===== config.mk =====
export PLATFORM = sky130hd
export DESIGN_NAME = mem_port_arbiter_flat
export DESIGN_NICKNAME = d
export VERILOG_FILES = /design/src/rtl/mem_port_arbiter_if.sv /design/src/rtl/mem_port_arbiter.sv /design/src/flat_wrapper.sv
export SDC_FILE = /design/constraint.sdc
export NUM_CORES = 1
export LEC_CHECK = 0
export BUFFER_PORTS_ARGS = -buffer_cell sky130_fd_sc_hd__buf_2
export CAP_MARGIN = 20
export CORE_MARGIN = 2
export CORE_UTILIZATION = 47
export DETAILED_ROUTE_END_ITERATION = 12
export HOLD_SLACK_MARGIN = 0.02
export PLACE_DENSITY_LB_ADDON = 0.12
export RECOVER_POWER = 25
export SYNTH_ARGS = -nofsm -noshare
export SYNTH_HDL_FRONTEND = slang
export SYNTH_SLANG_ARGS = --single-unit

===== constraint.sdc =====
create_clock -name clk -period 2.23 [get_ports clk]
set_clock_uncertainty 0.1 [all_clocks]
set_input_delay 0.446 -clock clk [delete_from_list [all_inputs] [get_ports clk]]
set_output_delay 0.446 -clock clk [all_outputs]
set_load 0.005 [all_outputs]

===== src/rtl/mem_port_arbiter_if.sv =====
// Bundle of fetch, data, memory-port and stall signals around the unified-memory arbiter.
// The slave modport is the arbiter's view; master is the surrounding pipeline/memory view.
interface mem_port_arbiter_if #(
  parameter int ADDR_W = 32,
  parameter int DATA_W = 32
);
  logic                  i_req;
  logic [ADDR_W-1:0]     i_addr;
  logic                  i_valid;
  logic [DATA_W-1:0]     i_rdata;

  logic                  d_req;
  logic                  d_w_en;
  logic [ADDR_W-1:0]     d_addr;
  logic [DATA_W-1:0]     d_wdata;
  logic [DATA_W/8-1:0]   d_byte_en;
  logic                  d_valid;
  logic [DATA_W-1:0]     d_rdata;

  logic                  mem_req;
  logic                  mem_w_en;
  logic [ADDR_W-1:0]     mem_addr;
  logic [DATA_W-1:0]     mem_wdata;
  logic [DATA_W/8-1:0]   mem_byte_en;
  logic [DATA_W-1:0]     mem_rdata;
  logic                  mem_ack;

  logic                  stall_f;
  logic                  stall_m;

  modport slave (
    input  i_req, i_addr,
    output i_valid, i_rdata,
    input  d_req, d_w_en, d_addr, d_wdata, d_byte_en,
    output d_valid, d_rdata,
    output mem_req, mem_w_en, mem_addr, mem_wdata, mem_byte_en,
    input  mem_rdata, mem_ack,
    output stall_f, stall_m
  );

  modport master (
    output i_req, i_addr,
    input  i_valid, i_rdata,
    output d_req, d_w_en, d_addr, d_wdata, d_byte_en,
    input  d_valid, d_rdata,
    input  mem_req, mem_w_en, mem_addr, mem_wdata, mem_byte_en,
    output mem_rdata, mem_ack,
    input  stall_f, stall_m
  );
endinterface


===== src/rtl/mem_port_arbiter.sv =====
// Fetch/data arbiter for a single-ported unified memory: data-side priority with a
// starvation guard that forces a fetch grant after STARVE_LIMIT consecutive data wins.
module mem_port_arbiter #(
  parameter int ADDR_W       = 32,
  parameter int DATA_W       = 32,
  parameter int STARVE_LIMIT = 4
) (
  input  logic               clk,
  input  logic               rst_n,
  mem_port_arbiter_if.slave  bus
);
  localparam int         BE_W       = DATA_W / 8;
  localparam logic [3:0] STARVE_MAX = 4'(STARVE_LIMIT);

  typedef enum logic [2:0] {IDLE, BUSY_I, BUSY_D, DONE_I, DONE_D} state_t;

  state_t              state_reg, state_next;
  logic [3:0]          starve_cnt_reg, starve_cnt_next;
  logic                load_i, load_d, capture;

  logic                mem_req_reg;
  logic                mem_w_en_reg;
  logic [ADDR_W-1:0]   mem_addr_reg;
  logic [DATA_W-1:0]   mem_wdata_reg;
  logic [BE_W-1:0]     mem_byte_en_reg;
  logic [DATA_W-1:0]   i_rdata_reg;
  logic [DATA_W-1:0]   d_rdata_reg;
  logic                i_valid, d_valid;

  always_comb begin
    state_next      = state_reg;
    starve_cnt_next = starve_cnt_reg;
    load_i          = 1'b0;
    load_d          = 1'b0;
    capture         = 1'b0;
    case (state_reg)
      IDLE: begin
        // A data win with fetch waiting only happens below the limit, so +1 never overshoots.
        if (bus.d_req && (!bus.i_req || (starve_cnt_reg < STARVE_MAX))) begin
          state_next      = BUSY_D;
          load_d          = 1'b1;
          starve_cnt_next = bus.i_req ? (starve_cnt_reg + 4'd1) : 4'd0;
        end else if (bus.i_req) begin
          state_next      = BUSY_I;
          load_i          = 1'b1;
          starve_cnt_next = 4'd0;
        end
      end
      BUSY_I: begin
        if (bus.mem_ack) begin
          capture    = 1'b1;
          state_next = DONE_I;
        end
      end
      BUSY_D: begin
        if (bus.mem_ack) begin
          capture    = 1'b1;
          state_next = DONE_D;
        end
      end
      DONE_I:  state_next = IDLE;
      DONE_D:  state_next = IDLE;
      default: state_next = IDLE;
    endcase
  end

  always_ff @(posedge clk or negedge rst_n) begin
    if (!rst_n) begin
      state_reg       <= IDLE;
      starve_cnt_reg  <= 4'd0;
      mem_req_reg     <= 1'b0;
      mem_w_en_reg    <= 1'b0;
      mem_addr_reg    <= '0;
      mem_wdata_reg   <= '0;
      mem_byte_en_reg <= '0;
      i_rdata_reg     <= '0;
      d_rdata_reg     <= '0;
    end else begin
      state_reg      <= state_next;
      starve_cnt_reg <= starve_cnt_next;
      mem_req_reg    <= (state_next == BUSY_I) || (state_next == BUSY_D);
      if (load_i) begin
        mem_w_en_reg    <= 1'b0;
        mem_addr_reg    <= bus.i_addr;
        mem_wdata_reg   <= '0;
        mem_byte_en_reg <= '1;
      end
      if (load_d) begin
        mem_w_en_reg    <= bus.d_w_en;
        mem_addr_reg    <= bus.d_addr;
        mem_wdata_reg   <= bus.d_wdata;
        mem_byte_en_reg <= bus.d_byte_en;
      end
      if (capture) begin
        if (state_reg == BUSY_I) begin
          i_rdata_reg <= bus.mem_rdata;
        end else begin
          // Stores return no data; keep the load path clean.
          d_rdata_reg <= mem_w_en_reg ? '0 : bus.mem_rdata;
        end
      end
    end
  end

  assign i_valid         = (state_reg == DONE_I);
  assign d_valid         = (state_reg == DONE_D);

  assign bus.i_valid     = i_valid;
  assign bus.d_valid     = d_valid;
  assign bus.i_rdata     = i_rdata_reg;
  assign bus.d_rdata     = d_rdata_reg;
  assign bus.mem_req     = mem_req_reg;
  assign bus.mem_w_en    = mem_w_en_reg;
  assign bus.mem_addr    = mem_addr_reg;
  assign bus.mem_wdata   = mem_wdata_reg;
  assign bus.mem_byte_en = mem_byte_en_reg;
  assign bus.stall_f     = bus.i_req & ~i_valid;
  assign bus.stall_m     = bus.d_req & ~d_valid;
endmodule


===== src/flat_wrapper.sv =====
// flat-port wrapper written by rule: the top's interface ports become plain ports
module mem_port_arbiter_flat 
#(
  parameter int ADDR_W       = 32,
  parameter int DATA_W       = 32,
  parameter int STARVE_LIMIT = 4
)
  (clk, rst_n, bus_i_req, bus_i_addr, bus_i_valid, bus_i_rdata, bus_d_req, bus_d_w_en, bus_d_addr, bus_d_wdata, bus_d_byte_en, bus_d_valid, bus_d_rdata, bus_mem_req, bus_mem_w_en, bus_mem_addr, bus_mem_wdata, bus_mem_byte_en, bus_mem_rdata, bus_mem_ack, bus_stall_f, bus_stall_m);
  mem_port_arbiter_if #(.ADDR_W(ADDR_W), .DATA_W(DATA_W)) bus_i ();
  input  logic clk;
  input  logic rst_n;
  input wire logic [$bits(bus_i.i_req)-1:0] bus_i_req;
  input wire logic [$bits(bus_i.i_addr)-1:0] bus_i_addr;
  output wire logic [$bits(bus_i.i_valid)-1:0] bus_i_valid;
  output wire logic [$bits(bus_i.i_rdata)-1:0] bus_i_rdata;
  input wire logic [$bits(bus_i.d_req)-1:0] bus_d_req;
  input wire logic [$bits(bus_i.d_w_en)-1:0] bus_d_w_en;
  input wire logic [$bits(bus_i.d_addr)-1:0] bus_d_addr;
  input wire logic [$bits(bus_i.d_wdata)-1:0] bus_d_wdata;
  input wire logic [$bits(bus_i.d_byte_en)-1:0] bus_d_byte_en;
  output wire logic [$bits(bus_i.d_valid)-1:0] bus_d_valid;
  output wire logic [$bits(bus_i.d_rdata)-1:0] bus_d_rdata;
  output wire logic [$bits(bus_i.mem_req)-1:0] bus_mem_req;
  output wire logic [$bits(bus_i.mem_w_en)-1:0] bus_mem_w_en;
  output wire logic [$bits(bus_i.mem_addr)-1:0] bus_mem_addr;
  output wire logic [$bits(bus_i.mem_wdata)-1:0] bus_mem_wdata;
  output wire logic [$bits(bus_i.mem_byte_en)-1:0] bus_mem_byte_en;
  input wire logic [$bits(bus_i.mem_rdata)-1:0] bus_mem_rdata;
  input wire logic [$bits(bus_i.mem_ack)-1:0] bus_mem_ack;
  output wire logic [$bits(bus_i.stall_f)-1:0] bus_stall_f;
  output wire logic [$bits(bus_i.stall_m)-1:0] bus_stall_m;
  assign bus_i.i_req = bus_i_req;
  assign bus_i.i_addr = bus_i_addr;
  assign bus_i_valid = bus_i.i_valid;
  assign bus_i_rdata = bus_i.i_rdata;
  assign bus_i.d_req = bus_d_req;
  assign bus_i.d_w_en = bus_d_w_en;
  assign bus_i.d_addr = bus_d_addr;
  assign bus_i.d_wdata = bus_d_wdata;
  assign bus_i.d_byte_en = bus_d_byte_en;
  assign bus_d_valid = bus_i.d_valid;
  assign bus_d_rdata = bus_i.d_rdata;
  assign bus_mem_req = bus_i.mem_req;
  assign bus_mem_w_en = bus_i.mem_w_en;
  assign bus_mem_addr = bus_i.mem_addr;
  assign bus_mem_wdata = bus_i.mem_wdata;
  assign bus_mem_byte_en = bus_i.mem_byte_en;
  assign bus_i.mem_rdata = bus_mem_rdata;
  assign bus_i.mem_ack = bus_mem_ack;
  assign bus_stall_f = bus_i.stall_f;
  assign bus_stall_m = bus_i.stall_m;
  mem_port_arbiter #(.ADDR_W(ADDR_W), .DATA_W(DATA_W), .STARVE_LIMIT(STARVE_LIMIT)) u_core (.clk(clk), .rst_n(rst_n), .bus(bus_i));
endmodule

==> results of run 1 <==
[power by group]
group	switching [mW]	leakage [nW]	internal, mW
Sequential	0.659	1.77	3.70
Clock	1.03	0.327	2.06
Combinational	2.13	2.11	2.12
[per-layer routing]
| layer | vias to the layer above | routed length, µm | GRT usage [%] |
|---|---|---|---|
| met5 | - | 0 | 0 |
| li1 | 2437 | - | - |
| met1 | 2532 | 6910 | 31.0 |
| met4 | 0 | 486 | 10.8 |
| met2 | 219 | 7990 | 38.6 |
| met3 | 38 | 1090 | 6.32 |
[cells in the mapped netlist, drive strengths merged, types with 2 or more instances]
| library cell | instances |
|---|---|
| nor2 | 3 |
| o31ai | 32 |
| a31oi | 32 |
| o22a | 5 |
| or3 | 2 |
| nor3b | 34 |
| nor2b | 3 |
| buf | 31 |
| dfrtp | 141 |
| o21a | 2 |
| o21ai | 68 |
| clkbuf | 22 |
| nand2b | 33 |
| mux2 | 32 |
| nand2 | 32 |
| and3 | 3 |
| a22o | 33 |
[through the flow]
| step | hold WS (ps) | instances |
|---|---|---|
| after floorplan | 50.4 | 522 |
| after global placement | 303 | 936 |
| after detailed placement | 311 | 936 |
| after CTS | 138 | 969 |
| after global routing | 145 | 969 |
| final | 154 | 969 |
[cells by family (layout without fill, tap and decap cells)]
| kind of cell | Yosys count | count (layout) | share of synthesized area [%] |
|---|---|---|---|
| and+or+nand+nor | 116 | 116 | 11.3 |
| buffers and inverters | 54 | 329 | 4.68 |
| xor gates and xnor gates | 1 | 1 | 0.143 |
| muxes | 32 | 32 | 7.08 |
| adders and majority gates | 1 | 1 | 0.204 |
| AOI/OAI and AO/OA | 177 | 177 | 19.1 |
| DFF | 141 | 141 | 57.4 |
[layout make-up]
| type | count | area share [%] |
|---|---|---|
| Sequential cell | 141 | 42.4 |
| Inverter | 1 | 0.0451 |
| Tap cell | 172 | 2.58 |
| Timing Repair Buffer | 296 | 18.9 |
| Multi-Input combinational cell | 327 | 28.2 |
| Clock inverter | 8 | 1.82 |
| Clock buffer | 24 | 6.14 |
[critical path: stages, from the launching register on]
cell	delay, ps
dfrtp_1	490
nor3b_1	390
nor2b_1	80
buf_2	130
[repair_timing]
item / 4_1_cts / 5_1_grt
gates resized for setup: 0 / 0
endpoints found under the hold margin: 44 / 0
hold buffers: 1 / 0
[final timing paths]
kind	start	endpoint	slack, ps	depth (start not counted)
worst max-delay path	u_core.state_reg[0]	bus_stall_m	180	3
worst min-delay path	bus_d_wdata[2]	u_core.bus.mem_wdata[2]	150	2
worst max register to register	u_core.state_reg[0]	u_core.bus.mem_wdata[13]	290	5
worst min register to register	u_core.bus.d_rdata[14]	u_core.bus.d_rdata[14]	380	2
max in group asynchronous	rst_n	u_core.bus.i_rdata[1]	370	3
min in group asynchronous	rst_n	u_core.bus.i_rdata[8]	760	2
==> impl_results.md, run 1 <==
- Run status: completed
- Post-synthesis sequential area ratio: 57.4%
- Top-area cell type share of the netlist area: 57.4%
- Clock root buffer: clkbuf_16
- Critical-path maximum fanout: 11
- Pwr/cell area: 1400 nW/µm²
- FF+latch area: 3530 µm²
- Synthesized flop and latch total: 141
- Crit start category: register
- Sink Count: 141
- Pin count of the biggest net entering global routing: 49
- Ys async rst share: 100%
- Starting density of the core: 48.5%
- Peak VDD IR: 0.563 mV
- Total iterations of the first detailed-routing run: 4
- Fin. max-slew vios: 0
- Final min period: 2050 ps
- Place WS: 143 ps
- Setup TNS Final: 0 ps
- Post-Syn Instances: 522
- Class of the worst hold path: input pin to register
- Synth area leader: dfrtp_1
- Initial antenna violation count: 0
- DR WL/cell: 17.0 µm
- First-pass GRT wire length: 26900 µm
- Syn Nets: 661
- Endpoints failing setup: 0
- Fin crit share: 91.8%
- Worst skew pair latency: 410 ps
- Synthesis warning total: 0
- Post-route worst setup slack: 183 ps
- Fmax: 0.489 GHz
- DRC Markers: 0
- Final GP Congestion: 0.827
- Layout overhead on the synthesized area: 35.5%
- GRT Util Overall: 24.2%
- Final HPWL DP: 11500 µm
- Max-cap violations: 0
- Via count: 5226
- Design area: 8330 µm²
- RSZ-0062 raised after global routing: no
- Worst-case clock buffer depth: 2
- Slew @ Worst Pin: 1260 ps
- Clock-pin slew of the registers on the worst-case setup and hold paths: 60 ps
- Die Wd: 118 µm
- Postcts setup bufs: 0
- Buffers on Ports: 275
- Util after Layout: 65.7%
- Chip height: 118 µm
- Leak: 4.21 nW
- Worst path required time: 1680 ps
- Most common cell after layout, fill and taps aside: buf_2
- Overflow after GRT: 0
- Fillers: 1047
- Fraction of layout cells with a size suffix above 1: 44.2%
- Final hold viol count: 0
- Number of DRC markers in iteration 0: 406
- # nets final: 923
- Post-Place Cell Area: 7660 µm²
- Die area: 14000 µm²
- Most frequent cells in the layout: 274 x buf_2, 141 x dfrtp_1, 43 x o21ai_1
- Num CTS Buffers: 17
- I/O pin count: 276
- Worst path arrival time: 1500 ps
- Overall power: 11.7 mW
- Vias in the first global route: 5306
- Largest cells by area after synthesis: dfrtp_1 57%, mux2_4 4.9%, a22o_1 4.7%, nor3b_1 4.2%, o31ai_1 3.9%
- Detail Route Antenna Nets: 0
- Diode count: 0
- Syn_area_per_cell: 11.8 µm²
- CTS tree: done
- Rows: 41
- Top_reg_cell synth: dfrtp_1
- Avg Vias per Cell: 5.39
- Detailed-route wire length: 16500 µm
- Multi-input gate area: 2350 µm²
- Slew headroom: 15.7%
- Core Region: 12700 µm²
- Crit. End Element: output port
- Post-synthesis instance area: 6150 µm²
- Crit path kind: register to output port
- H-tree lvl count: 4
- Synth unique cells: 37
- EDFF count, synth: 0
No activity file was read; power rests on OpenSTA's default activity.
==> run 2: changes to the inputs <==
Settings changed: CORE_UTILIZATION 47 to 40, MAX_ROUTING_LAYER set to met4, REMOVE_ABC_BUFFERS set to 1.
==> run 2 against run 1 <==
  * Via count is 1.2% lower
  * Core utilization is 11 points lower
  * Fmax is 2.4% higher
  * Combinational power hardly changed
  * First-iteration DRC count is 39% lower
  * Count of clock-buffer cells in the layout is 3 lower
  * Largest power group unchanged
  * Final area hardly changed
  * Die area is 17% higher
  * Critical endpoint unchanged
  * Wire length is 0.89% higher
==> impl_results.md, run 2 (synthesis gave the netlist of run 1 again) <==
- Die area: 16400 µm²
- Pwr/cell area: 1390 nW/µm²
- Highest Signal Layer: met4
- Fin. max-slew vios: 0
- Worst path arrival time: 1450 ps
- CTS tree: done
- Num CTS Buffers: 17
- FF+latch area: 3530 µm²
- I/O pin count: 276
- Post_cts resized: 0
- Fmax: 0.500 GHz
- GRT Util Overall: 21.1%
- H-tree lvl count: 4
- Endpoints failing setup: 0
- Worst-case clock buffer depth: 2
- Overflow after GRT: 0
- First-pass GRT wire length: 26400 µm
- Sink Count: 141
- Detail Route Antenna Nets: 0
- Die Wd: 128 µm
- Class of the worst hold path: input pin to register
- # nets final: 921
- Crit start category: register
- Setup TNS Final: 0 ps
- Worst path required time: 1680 ps
- Fillers: 1399
- Final hold viol count: 0
- Peak VDD IR: 0.705 mV
- Fraction of layout cells with a size suffix above 1: 43.7%
- Total iterations of the first detailed-routing run: 4
- Number of DRC markers in iteration 0: 248
- Layout Cells excl Fill: 983
- Pin count of the biggest net entering global routing: 66
- Buffers on Ports: 275
- Avg Vias per Cell: 5.25
- Hold buffers post-CTS: 1
- Slew headroom: 36.2%
- Met2 wire length: 7900 µm
- Max-cap violations: 0
- Overall power: 11.6 mW
- Worst skew pair latency: 410 ps
- Critical-path maximum fanout: 11
- Initial antenna violation count: 1
- Core Region: 15100 µm²
- Met1 wire length: 7240 µm
- Multi-input gate area: 2340 µm²
- Run status: completed
- Starting density of the core: 40.7%
- Design area: 8330 µm²
- Met3 WL post-DR: 1110 µm
- Most common cell after layout, fill and taps aside: buf_2
- Postcts setup bufs: 0
- Rows: 45
- Detailed-route wire length: 16600 µm
- Chip height: 128 µm
- Slew @ Worst Pin: 957 ps
- Clock-pin slew of the registers on the worst-case setup and hold paths: 60 ps
- Final min period: 2000 ps
- Leak: 4.18 nW
- DR WL/cell: 16.9 µm
- Clock root buffer: clkbuf_16
- Via count: 5161
- DRC Markers: 0
- Vias in the first global route: 5103
- Fin crit share: 89.6%
- Crit. End Element: output port
- Most frequent cells in the layout: 274 x buf_2, 141 x dfrtp_1, 43 x o21ai_1
- Final GP Congestion: 0.815
- Final HPWL DP: 11600 µm
- RSZ-0062 raised after global routing: no
- Layout overhead on the synthesized area: 35.6%
- Crit path kind: register to output port
- Placed cells: 950
- Post-Place Cell Area: 7710 µm²
==> run 2: changes by cell type in the layout (fill, tap and decap cells not counted) <==
| cell | previous run | this run |
|---|---|---|
| clkinv_4 | 2 | 1 |
| o21ai_0 | 23 | 24 |
| clkbuf_1 | 1 | 2 |
| clkbuf_8 | 6 | 2 |
| buf_4 | 17 | 12 |
| clkinv_2 | 1 | 2 |
| o21ai_2 | 1 | 0 |
| clkinvlp_4 | 0 | 2 |
| buf_12 | 3 | 6 |
| diode_2 | 0 | 1 |
==> run 2: stage by stage <==
| step | hold WS (ps) | setup slack (ps) | util (%) |
|---|---|---|---|
| 6_report | 156 | 232 | 55.2 |
| 5_1_grt | 140 | 94.5 | 55.2 |
| 4_1_cts | 134 | 167 | 55.3 |
| 3_5_place_dp | 260 | 441 | 51.1 |
| 3_3_place_gp | 250 | 477 | 51.1 |
| 2_1_floorplan | 50.4 | -334 | - |
==> run 2: metal layers <==
layer  up-vias  global-route usage, %
li1       2424                      -
met1      2496                   27.1
met2       212                   32.5
met3        29                   5.05
met4         0                   8.02
met5         -                      -
==> run 2: path summary, 6_finish.rpt <==
| path | from | to | slack, ps | cells after the start |
|---|---|---|---|---|
| max in group asynchronous | rst_n | u_core.bus.i_rdata[4] | 530 | 3 |
| min in group asynchronous | rst_n | u_core.bus.d_rdata[27] | 600 | 2 |
| min | bus_d_wdata[8] | u_core.bus.mem_wdata[8] | 160 | 2 |
| min reg2reg | u_core.bus.d_rdata[18] | u_core.bus.d_rdata[18] | 370 | 2 |
| max | u_core.state_reg[0] | bus_stall_m | 230 | 3 |
| max reg2reg | u_core.starve_cnt_reg[3] | u_core.bus.mem_byte_en[2] | 420 | 4 |
==> run 2: area by class of cell <==
type / count / area share (%)
sequential: 141 / 42.3
multi-input combinational: 327 / 28.1
timing repair buffer: 294 / 19.2
clock buffer: 21 / 5.53
tap: 188 / 2.82
clock inverter: 10 / 1.95
inverter: 1 / 0.0451
antenna: 1 / 0.0300
==> run 2: where the power goes <==
part | switching, mW | internal, mW | total (mW)
logic | 2.12 | 2.14 | 4.27
clock network | 1.05 | 1.93 | 2.98
registers | 0.644 | 3.70 | 4.34
total | 3.82 | 7.77 | 11.6
==> run 2: critical path, stage by stage (launching register included) <==
cell,delay (ps)
dfrtp_1,490
nor3b_1,320
nor2b_1,90
buf_2,140
==> run 3: changes to the inputs <==
Settings changed: CELL_PAD_IN_SITES_DETAIL_PLACEMENT set to 1, CELL_PAD_IN_SITES_GLOBAL_PLACEMENT set to 1, CORE_UTILIZATION 40 to 36.
==> run 3 against run 2 <==
  * Core utilization decreased by 5.2 points
  * Final area about the same
  * Power decreased by 0.63%
  * Combinational power increased by 2%
  * Largest cell class unchanged
  * Fmax decreased by 2.1%
  * Critical path depth unchanged
  * Hold slack got worse by 8.2 ps
  * Critical path type unchanged
  * Worst setup slack got worse by 43 ps
  * Count of clock-buffer cells in the layout unchanged
  * Wire length increased by 14%
==> impl_results.md, run 3 (synthesis gave the netlist of run 1 again) <==
- Overflow after GRT: 0
- Starting density of the core: 36.9%
- FF-to-FF Start: u_core.state_reg[0]
- Slew @ Worst Pin: 835 ps
- Clock root buffer: clkbuf_16
- Max-cap violations: 0
- Fmax: 0.490 GHz
- Sink Count: 141
- GRT Util Overall: 21.7%
- Class of the worst hold path: input pin to register
- CTS tree: done
- Final min period: 2040 ps
- Worst skew pair latency: 410 ps
- Pwr/cell area: 1380 nW/µm²
- Clock-pin slew of the registers on the worst-case setup and hold paths: 60 ps
- Vias in the first global route: 5600
- Initial antenna violation count: 0
- Util after Layout: 50.0%
- Total iterations of the first detailed-routing run: 4
- I/O pin count: 276
- First-pass GRT wire length: 29900 µm
- Hold depth: 2
- DR WL/cell: 18.8 µm
- Diode count: 0
- H-tree lvl count: 4
- Final HPWL DP: 13400 µm
- Run status: completed
- Final hold viol count: 0
- Placed cells: 981
- Crit start category: register
- Slew headroom: 44.3%
- Fin. max-slew vios: 0
- Layout overhead on the synthesized area: 35.5%
- Pin count of the biggest net entering global routing: 65
- Reg-to-reg critical path endpoint: u_core.starve_cnt_reg[1]
- Num CTS Buffers: 17
- Buffers on Ports: 275
- Leak: 4.16 nW
- Rows: 47
- Hold path startpoint: bus_d_wdata[22]
- Detail Route Antenna Nets: 0
- Crit path kind: register to output port
- Place WS: 319 ps
- Peak VDD IR: 0.674 mV
- Via count: 5256
- DRC Markers: 0
- Chip height: 135 µm
- Hold Path End: u_core.bus.mem_wdata[22]
- Die Wd: 135 µm
- Setup TNS Final: 0 ps
- Detailed-route wire length: 19000 µm
- Layout Cells excl Fill: 1013
- Postcts setup bufs: 0
- Worst path required time: 1680 ps
- Fraction of layout cells with a size suffix above 1: 43.9%
- Core Region: 16600 µm²
- Number of DRC markers in iteration 0: 215
- Endpoints failing setup: 0
- Worst path arrival time: 1500 ps
- Final GP Congestion: 0.811
- Post-route worst setup slack: 189 ps
- Reg2Reg Depth: 5
- Die area: 18100 µm²
- Crit. End Element: output port
- Reg2reg setup slack: 300 ps
- Critical-path maximum fanout: 11
- RSZ-0062 raised after global routing: no
- Most frequent cells in the layout: 274 x buf_2, 141 x dfrtp_1, 43 x o21ai_1
- # nets final: 920
- Avg Vias per Cell: 5.19
- Fin crit share: 91.5%
- Most common cell after layout, fill and taps aside: buf_2
- Worst-case clock buffer depth: 2
run 3: cell types whose count changed in the layout (fill, tap and decap cells not counted):
cell / change
buf_6: +1
o21ai_2: +1
diode_2: -1
nor3b_1: -1
nor3b_2: +1
clkinv_2: +1
clkinvlp_4: +1
o21ai_0: -1
buf_4: -2
bufinv_16: -2
run 3: how the worst max path moves through the flow:
stage                                   start                       end  slack, ps  depth (start not counted)
after detailed placement  u_core.state_reg[0]  u_core.starve_cnt_reg[1]        320                          5
after global routing                    rst_n  u_core.bus.mem_wdata[12]         70                          3
after floorplan           u_core.state_reg[0]  u_core.starve_cnt_reg[1]       -330                          3
final                     u_core.state_reg[0]               bus_stall_m        190                          3
after CTS                 u_core.state_reg[0]               bus_stall_m         20                          3
after global placement    u_core.state_reg[0]  u_core.starve_cnt_reg[1]        410                          5
run 3: metrics by stage:
step | hold WS, ps | total power, mW | area [µm²]
after floorplan | 50.4 | 6.52 | 5860
after detailed placement | 366 | 8.85 | 7750
after CTS | 132 | 11.7 | 8340
after global routing | 141 | 12.3 | 8330
final | 148 | 11.5 | 8330
after global placement | 358 | 8.64 | 7750
run 3: power by group:
| part | internal, mW | switching, mW | total (mW) |
|---|---|---|---|
| sequential | 3.70 | 0.711 | 4.41 |
| clock | 1.70 | 1.07 | 2.77 |
| combinational | 2.15 | 2.19 | 4.34 |
run 3: per-layer routing:
layer	wire length (µm)	part of all wire [%]	global-route usage, %
met4	433	2.3	8.13
met2	9030	47	33.8
met3	1160	6.1	4.88
met5	0	0	-
met1	8410	44	27.8
run 3: what timing repair did:
action                                  in CTS  in global routing
hold buffers                                 1                  0
endpoints found under the hold margin       57                  0
resized for setup                            0                  1
endpoints found under the setup margin       0                  1
run 3: area by class of cell:
| class | count | area [µm²] |
|---|---|---|
| Sequential cell | 141 | 3530 |
| Fill cell | 1913 | 8320 |
| Inverter | 1 | 3.75 |
| Timing Repair Buffer | 293 | 1590 |
| Multi-Input combinational cell | 327 | 2350 |
| Clock buffer | 21 | 460 |
| Tap cell | 220 | 275 |
| Clock inverter | 10 | 115 |
run 3: worst max-delay path, stage by stage (launching register included):
cell	delay, ps
dfrtp_1	510
nor3b_2	340
nor2b_1	90
buf_2	140
